## src/rtl/led_pattern_ctrl_if.sv

```systemverilog
// ============================================================================
//  Module   : led_pattern_ctrl_if
//  Brief    : Key inputs and LED/status outputs of the LED pattern controller.
//  Revision : 1.0
// ============================================================================
`default_nettype none

interface led_pattern_ctrl_if;
   logic        key_mode;
   logic        key_dir;
   logic        key_speed;
   logic        key_pause;
   logic [15:0] led;
   logic [1:0]  mode;
   logic        paused;

   modport master (
      output key_mode, key_dir, key_speed, key_pause,
      input  led, mode, paused
   );

   modport slave (
      input  key_mode, key_dir, key_speed, key_pause,
      output led, mode, paused
   );
endinterface

`default_nettype wire

```

## src/rtl/led_pattern_ctrl.sv

```systemverilog
// ============================================================================
//  Module   : led_pattern_ctrl
//  Brief    : Debounced four-key control of a 16-LED rotate/bounce/fill/blink bar.
//  Revision : 1.0
// ============================================================================
`default_nettype none

module led_pattern_ctrl #(
   parameter logic [19:0] DB_CYCLES = 20'd999_999,
   parameter logic [23:0] STEP_BASE = 24'd4_999_999
) (
   input  wire logic         clk,
   input  wire logic         rst,
   led_pattern_ctrl_if.slave bus
);

   localparam int          c_NKEYS     = 4;
   localparam int          c_K_MODE    = 0;
   localparam int          c_K_DIR     = 1;
   localparam int          c_K_SPEED   = 2;
   localparam int          c_K_PAUSE   = 3;
   localparam logic [15:0] c_LED_ONE   = 16'h0001;
   localparam logic [15:0] c_LED_TWO   = 16'h0002;
   localparam logic [15:0] c_LED_TOP   = 16'h8000;
   localparam logic [15:0] c_LED_SUB   = 16'h4000;
   localparam logic [15:0] c_LED_EMPTY = 16'h0000;
   localparam logic [15:0] c_LED_FULL  = 16'hFFFF;
   localparam logic [15:0] c_LED_HALF  = 16'h00FF;

   typedef enum logic [1:0] {
      ROTATE = 2'd0,
      BOUNCE = 2'd1,
      FILL   = 2'd2,
      BLINK  = 2'd3
   } mode_t;

   logic [c_NKEYS-1:0] w_raw;
   logic [c_NKEYS-1:0] w_press;

   assign w_raw = {bus.key_pause, bus.key_speed, bus.key_dir, bus.key_mode};

   // Press pulse is registered alongside the debounced 0->1 flip.
   generate
      for (genvar k = 0; k < c_NKEYS; k++) begin : g_key
         logic        r_sync1;
         logic        r_sync2;
         logic        r_level;
         logic        r_press;
         logic [19:0] r_cnt;

         always_ff @(posedge clk) begin
            if (rst) begin
               r_sync1 <= 1'b0;
               r_sync2 <= 1'b0;
               r_level <= 1'b0;
               r_press <= 1'b0;
               r_cnt   <= '0;
            end else begin
               r_sync1 <= w_raw[k];
               r_sync2 <= r_sync1;
               r_press <= 1'b0;
               if (r_sync2 != r_level) begin
                  if (r_cnt == DB_CYCLES) begin
                     r_level <= r_sync2;
                     r_press <= r_sync2;
                     r_cnt   <= '0;
                  end else begin
                     r_cnt <= r_cnt + 20'd1;
                  end
               end else begin
                  r_cnt <= '0;
               end
            end
         end

         assign w_press[k] = r_press;
      end
   endgenerate

   logic [23:0] r_base;
   logic [2:0]  r_sub;
   logic [1:0]  r_speed;
   logic        r_dir;
   logic        r_paused;
   mode_t       r_mode;
   logic [15:0] r_led;

   logic        w_base_tick;
   logic [2:0]  w_sub_tc;
   logic        w_step;
   logic        w_reflect;
   logic [15:0] w_led_step;
   logic [15:0] w_reload;
   mode_t       w_mode_next;

   always_comb begin
      case (r_speed)
         2'd0:    w_sub_tc = 3'd7;
         2'd1:    w_sub_tc = 3'd3;
         2'd2:    w_sub_tc = 3'd1;
         default: w_sub_tc = 3'd0;
      endcase
   end

   assign w_base_tick = ~r_paused & (r_base == STEP_BASE);
   assign w_step      = w_base_tick & (r_sub == w_sub_tc) & ~w_press[c_K_MODE];
   assign w_mode_next = mode_t'(r_mode + 2'd1);

   always_comb begin
      w_led_step = r_led;
      w_reflect  = 1'b0;
      case (r_mode)
         ROTATE: w_led_step = r_dir ? {r_led[14:0], r_led[15]} : {r_led[0], r_led[15:1]};
         BOUNCE: begin
            if (r_dir && (r_led == c_LED_TOP)) begin
               w_led_step = c_LED_SUB;
               w_reflect  = 1'b1;
            end else if (!r_dir && (r_led == c_LED_ONE)) begin
               w_led_step = c_LED_TWO;
               w_reflect  = 1'b1;
            end else begin
               w_led_step = r_dir ? {r_led[14:0], 1'b0} : {1'b0, r_led[15:1]};
            end
         end
         FILL: begin
            if (r_led == c_LED_FULL) w_led_step = c_LED_EMPTY;
            else w_led_step = r_dir ? {r_led[14:0], 1'b1} : {1'b1, r_led[15:1]};
         end
         default: w_led_step = ~r_led;
      endcase
   end

   always_comb begin
      case (w_mode_next)
         FILL:    w_reload = c_LED_EMPTY;
         BLINK:   w_reload = c_LED_HALF;
         default: w_reload = c_LED_ONE;
      endcase
   end

   // A mode press restarts timing and swallows any coincident step.
   always_ff @(posedge clk) begin
      if (rst) begin
         r_base   <= '0;
         r_sub    <= '0;
         r_speed  <= 2'd2;
         r_dir    <= 1'b1;
         r_paused <= 1'b0;
         r_mode   <= ROTATE;
         r_led    <= c_LED_ONE;
      end else begin
         if (w_press[c_K_MODE]) begin
            r_mode <= w_mode_next;
            r_led  <= w_reload;
            r_base <= '0;
            r_sub  <= '0;
         end else begin
            if (w_step) r_led <= w_led_step;
            if (!r_paused) begin
               r_base <= w_base_tick ? 24'd0 : r_base + 24'd1;
               if (w_base_tick) r_sub <= (r_sub == w_sub_tc) ? 3'd0 : r_sub + 3'd1;
            end
            if (w_press[c_K_SPEED]) r_sub <= '0;
         end
         r_dir <= r_dir ^ (w_step & w_reflect) ^ w_press[c_K_DIR];
         if (w_press[c_K_SPEED]) r_speed <= r_speed + 2'd1;
         if (w_press[c_K_PAUSE]) r_paused <= ~r_paused;
      end
   end

   assign bus.led    = r_led;
   assign bus.mode   = r_mode;
   assign bus.paused = r_paused;

endmodule

`default_nettype wire

```

## src/flat_wrapper.sv

```systemverilog
// flat-port wrapper written by rule: the top's interface ports become plain ports
module led_pattern_ctrl_flat 
#(
   parameter logic [19:0] DB_CYCLES = 20'd999_999,
   parameter logic [23:0] STEP_BASE = 24'd4_999_999
)
  (clk, rst, bus_key_mode, bus_key_dir, bus_key_speed, bus_key_pause, bus_led, bus_mode, bus_paused);
  led_pattern_ctrl_if bus_i ();
  input  wire logic clk;
  input  wire logic rst;
  input wire logic [$bits(bus_i.key_mode)-1:0] bus_key_mode;
  input wire logic [$bits(bus_i.key_dir)-1:0] bus_key_dir;
  input wire logic [$bits(bus_i.key_speed)-1:0] bus_key_speed;
  input wire logic [$bits(bus_i.key_pause)-1:0] bus_key_pause;
  output wire logic [$bits(bus_i.led)-1:0] bus_led;
  output wire logic [$bits(bus_i.mode)-1:0] bus_mode;
  output wire logic [$bits(bus_i.paused)-1:0] bus_paused;
  assign bus_i.key_mode = bus_key_mode;
  assign bus_i.key_dir = bus_key_dir;
  assign bus_i.key_speed = bus_key_speed;
  assign bus_i.key_pause = bus_key_pause;
  assign bus_led = bus_i.led;
  assign bus_mode = bus_i.mode;
  assign bus_paused = bus_i.paused;
  led_pattern_ctrl #(.DB_CYCLES(DB_CYCLES), .STEP_BASE(STEP_BASE)) u_core (.clk(clk), .rst(rst), .bus(bus_i));
endmodule
```

## config.mk

```make
export PLATFORM = sky130hd
export DESIGN_NAME = led_pattern_ctrl_flat
export DESIGN_NICKNAME = d
export VERILOG_FILES = /design/src/rtl/led_pattern_ctrl_if.sv /design/src/rtl/led_pattern_ctrl.sv /design/src/flat_wrapper.sv
export SDC_FILE = /design/constraint.sdc
export NUM_CORES = 1
export LEC_CHECK = 0
export CORE_UTILIZATION = 35
export DETAILED_ROUTE_END_ITERATION = 6
export PLACE_DENSITY = 0.5
export SYNTH_ARGS = -nofsm -noshare
export SYNTH_HDL_FRONTEND = slang
export SYNTH_SLANG_ARGS = --single-unit
```

## constraint.sdc

```tcl
create_clock -name clk -period 3.1 [get_ports clk]
set_input_delay 0.93 -clock clk [delete_from_list [all_inputs] [get_ports clk]]
set_output_delay 0.93 -clock clk [all_outputs]
set_load 0.005 [all_outputs]
```

### Word level (Yosys, flattened, before mapping)

Index checks and enable logic that the tools add are counted.

* bitwise logic cells: 17
* multiplexer cells: 16
* $add $sub $neg: 8
* reductions and logical operators: 21
* equal/unequal tests: 19

Operators by type and width (number)
* 16-bit 2-to-1 mux: 8
* 20-bit by 1-bit adder with 20-bit output (second input constant): 4
* 20-bit == test (second input constant): 4
* 16-bit one-hot mux with 3 select lines: 1
* 16-bit == test (second input constant): 2
* 3-bit OR reduction: 9
* 24-bit by 1-bit adder with 24-bit output (second input constant): 1
* 24-bit by 23-bit == test with 1-bit output (second input constant): 1
* 24-bit 2-to-1 mux: 1
* 16-bit by 1-bit == test with 1-bit output (second input constant): 1
* 16-bit inverter: 1
* 8-bit one-hot mux with 2 select lines: 1
* 1-bit inverter: 10
* 2-bit AND reduction: 5
* 3-bit one-hot mux with 3 select lines: 1
* 2-bit == test (second input constant): 4
* 2-bit by 1-bit adder with 2-bit output (second input constant): 2
* 1-bit bitwise AND: 4
* 2-bit by 1-bit == test with 1-bit output (second input constant): 2
* 2-bit logical NOT: 2
* 1-bit inequality test: 4
* 3-bit by 1-bit adder with 3-bit output (second input constant): 1
* 3-bit == test: 1
* 1-bit 2-to-1 mux: 3
* other kinds (6): 8

* flip-flop bits (word level): 145
* input port bits: 6
* output and inout port bits: 19

### Depth between registers and ports, before layout

* depth after elaboration: 8
* depth in mapped cells: 8

### Worst setup path after synthesis

No wires, ideal clock.

* kind: register to register
* start point: register u_core.r_speed[0]
* end point: register u_core.r_led[10] (netlist: u_core.bus.led[10])
* arrival time: 2.103 ns
* cell stages (with the launch flop): 9
* setup slack: 0.858 ns
* buffers on the path: 1
* cells stage by stage: dfxtp_1 inv_1 ha_1 nor4b_2 a22oi_1 a2111oi_4 buf_6 mux2i_1 o22ai_1

* longest elaborated chain between the ends: 6
* elaborated cells between the ends (all ways): 8
* those cells by class: eq/ne: 3; mux: 1; bitwise: 2; reduce/logical: 2

RTL lines
* start: declaration: RTL line led_pattern_ctrl.sv:82 `logic [1:0] r_speed;`
* start signal: assignment: RTL line led_pattern_ctrl.sv:166 `if (w_press[c_K_SPEED]) r_speed <= r_speed + 2'd1;`
* 2-bit == test, or another cell as far along: RTL line led_pattern_ctrl.sv:97 `case (r_speed)`
* 3-bit one-hot mux with 3 select lines *: RTL line led_pattern_ctrl.sv:97
* 3-bit == test *: RTL line led_pattern_ctrl.sv:106 `assign w_step = w_base_tick & (r_sub == w_sub_tc) & ~w_press[c_K_MODE];`
* 1-bit bitwise AND * (2 in series): RTL line led_pattern_ctrl.sv:106
* 2-bit nonzero test (no line) *
* end signal: assignment: RTL line led_pattern_ctrl.sv:150 `r_led <= c_LED_ONE;`
* end signal: assignment: RTL line led_pattern_ctrl.sv:154 `r_led <= w_reload;`
* end signal: assignment: RTL line led_pattern_ctrl.sv:158 `if (w_step) r_led <= w_led_step;`
* end: declaration: RTL line led_pattern_ctrl.sv:86 `logic [15:0] r_led;`

Mark *: on every way between the ends. The rest lies on a longest branch, timed or not.
A chain may end at the register's enable or synchronous reset.

### Worst setup path after layout

* start point: register u_core.r_speed[0]
* end point: register u_core.r_led[9] (netlist: u_core.bus.led[9])

Same word-level chain as after synthesis.

==> reports/metrics.cfg <==
[outcome]
status=completed

[clock_tree]
ctsRootBufferMaster=clkbuf_16
ctsLongestPathBuffers=2
cts_tree=built
ctsHtreeMaxLevel=4
post_cts_buffers=0
clkTransAtPathRegs_ns=0.06
postCtsHoldBufs=0
worst_skew_pair.late_latency_ns=0.42
cts_buffers=17
cts.sinks=145
cts_resized=0

[global_routing]
grt-ovfl-total=0
grt_pass1_wl_mm=24.0
grt_use_total=0.146
grt_pass1_vias=5215
grt_max_degree=32
antenna_found_initial=0

[sta]
clock_skew_ns=0.00777
fin_crit_ns=2.47
fmax_mhz=405
worst-slew-pin-transition_ns=0.777
setup_viol=0
relSlewSlack=0.475
rsz0062_at_grt=no
hold_viol_final=0
fin_crit_sh=0.797
report.final.slew_viol_count=0
final.setup.tns_ns=0

[placed_design]
placedCellCount=1057
dp_hpwl_mm=9.56
io_buffer_count=24
place.gp.congestion=0.794
placed_area_sq_um=7380

[setup_path]
path_class=reg -> reg
arrival_ns=2.80
path_max_fanout=6
cp.required_ns=3.43
start_kind=flop
cp-end-kind=flop

[yosys]
ys_seq_area_frac=0.423
yosysWarnings=0
synth-seq-cells=145
synth_area_sq_um=6860
ys_top_cells_by_area=dfxtp_1, xnor2_1, nor2_1
async_flop_share=0
avgSynthCellArea_sq_um=8.70
yosysTopAreaCellShare=0.423
synth.distinct_cells=55
postSynthNetCount=809
yosys.area.top_type=dfxtp_1
syn_inst=789
post-synth-top-count-cell=nor2_1
synth_common_cells=nor2_1, dfxtp_1, xnor2_1
synth_ff_type=dfxtp_1
synth-edff-count=0

[floorplan]
die_w_um=142
io_pins=25
initial_utilization=0.362
fp-row-count=50
fp.dieH_um=142
die-area_sq_um=20200
fp.coreArea_sq_um=19000

[cells_and_area]
final_core_util=0.421
fill_cells=1867
n_antenna_cell=0
fin_cells=1089
nets=836
drive_gt1_frac=0.0688
syn2layout_area_growth_pct=16.2
fin_area_sq_um=7970

[power_and_ir_drop]
ir_drop_uv=377
finalPower_mw=3.95
power_per_cell_area_nw_per_um2=496
leakage_nw=2.57

[routing]
routed_via_density=5.02
drtPass1Iterations=6
remaining_drc_errors=0
avgRoutedWirePerCell_um=12.7
wl_mm=13.9
postRouteAntennaNets=0
drt_first_iter_violations=255
vias=5463

[min_path]
hold_class=reg -> reg

[run]
cap_violations=0

==> power breakdown <==
| group | leakage, nW | total, mW | internal [mW] | switching, mW |
|---|---|---|---|---|
| combinational | 1.13 | 0.0524 | 0.0206 | 0.0318 |
| sequential | 1.17 | 1.88 | 1.87 | 0.00598 |
| clock | 0.271 | 2.02 | 1.23 | 0.791 |
| total | 2.57 | 3.95 | 3.12 | 0.829 |
==> layout by cell type, fill, tap and decap left out, types with 3 or more instances in the layout <==
cell type / n
nor2b_1: 11
o211ai_1: 3
nor4b_1: 8
nand2b_1: 4
clkbuf_16: 17
clkdlybuf4s50_1: 24
o21ai_0: 5
xor2_1: 33
nand3_1: 34
a221o_1: 5
and4_1: 10
o22ai_1: 14
ha_1: 14
mux2i_1: 18
and4b_1: 4
buf_4: 9
mux2_2: 6
nand4_1: 27
or3_1: 6
dfxtp_1: 145
nor3_1: 26
a21oi_1: 16
inv_1: 29
xnor2_1: 69
and3_1: 15
nor2_1: 155
clkinvlp_4: 6
nor4_1: 12
nand2_1: 48
and2_1: 12
==> layout make-up <==
| cell class | count | area, sq um | area share |
|---|---|---|---|
| clock buffer | 20 | 457 | 0.0573 |
| clock inverter | 12 | 133 | 0.0166 |
| inverter | 29 | 109 | 0.0137 |
| multi-input combinational | 590 | 3740 | 0.469 |
| sequential | 145 | 2900 | 0.364 |
| tap | 260 | 325 | 0.0408 |
| timing repair buffer | 33 | 308 | 0.0386 |
==> path summary, 6_finish.rpt <==
path,from,end,slack [ns],cells after the start
setup reg to reg,u_core.r_speed[0],u_core.bus.led[9],0.63,6
hold / removal,u_core.g_key[3].r_cnt[0],u_core.g_key[3].r_cnt[0],0.44,1
setup / recovery,u_core.r_speed[0],u_core.bus.led[9],0.63,6
hold reg to reg,u_core.g_key[3].r_cnt[0],u_core.g_key[3].r_cnt[0],0.44,1
==> metrics by stage <==
stage	hold WS, ns	worst slack, ns
final	0.438	0.628
after detailed placement	0.430	0.496
after CTS	0.441	0.620
after floorplan	0.413	0.858
after global routing	0.452	0.323
after global placement	0.420	0.554
==> cells by family (layout without fill, tap and decap cells) <==
family,count (synthesis),count (layout),share of synthesized area
buf+inv,54,94,0.0323
fa+ha+maj,14,14,0.0255
compound gates,64,64,0.0700
mux,24,24,0.0361
simple gates,386,386,0.283
xor+xnor,102,102,0.130
flops,145,145,0.423
==> state kept, by name (all words and copies together) (netlist names), 2 cells and up <==
signal,flops
u_core.r_speed,2
u_core.g_key.r_press,4
u_core.bus.mode,2
u_core.g_key.r_cnt,80
u_core.r_sub,3
u_core.g_key.r_level,4
u_core.r_base,24
u_core.bus.led,16
u_core.g_key.r_sync1,4
u_core.g_key.r_sync2,4
==> layer usage <==
metal | global-route usage | up-vias | wire length, um
met2 | 0.245 | 73 | 6570
met4 | 0.0509 | 0 | 100
met5 | 0 | - | 0
li1 | - | 2780 | -
met1 | 0.184 | 2602 | 6770
met3 | 0.0333 | 8 | 423
==> worst max-delay path, stage by stage, from the launching register on <==
cell and delay [ns]:
dfxtp_1 0.40, ha_1 0.22, nor3b_1 0.27, a22oi_1 0.25
a2111oi_4 0.59, o2111ai_1 0.42, o22ai_1 0.22
Power figures use the tool's default switching activity.
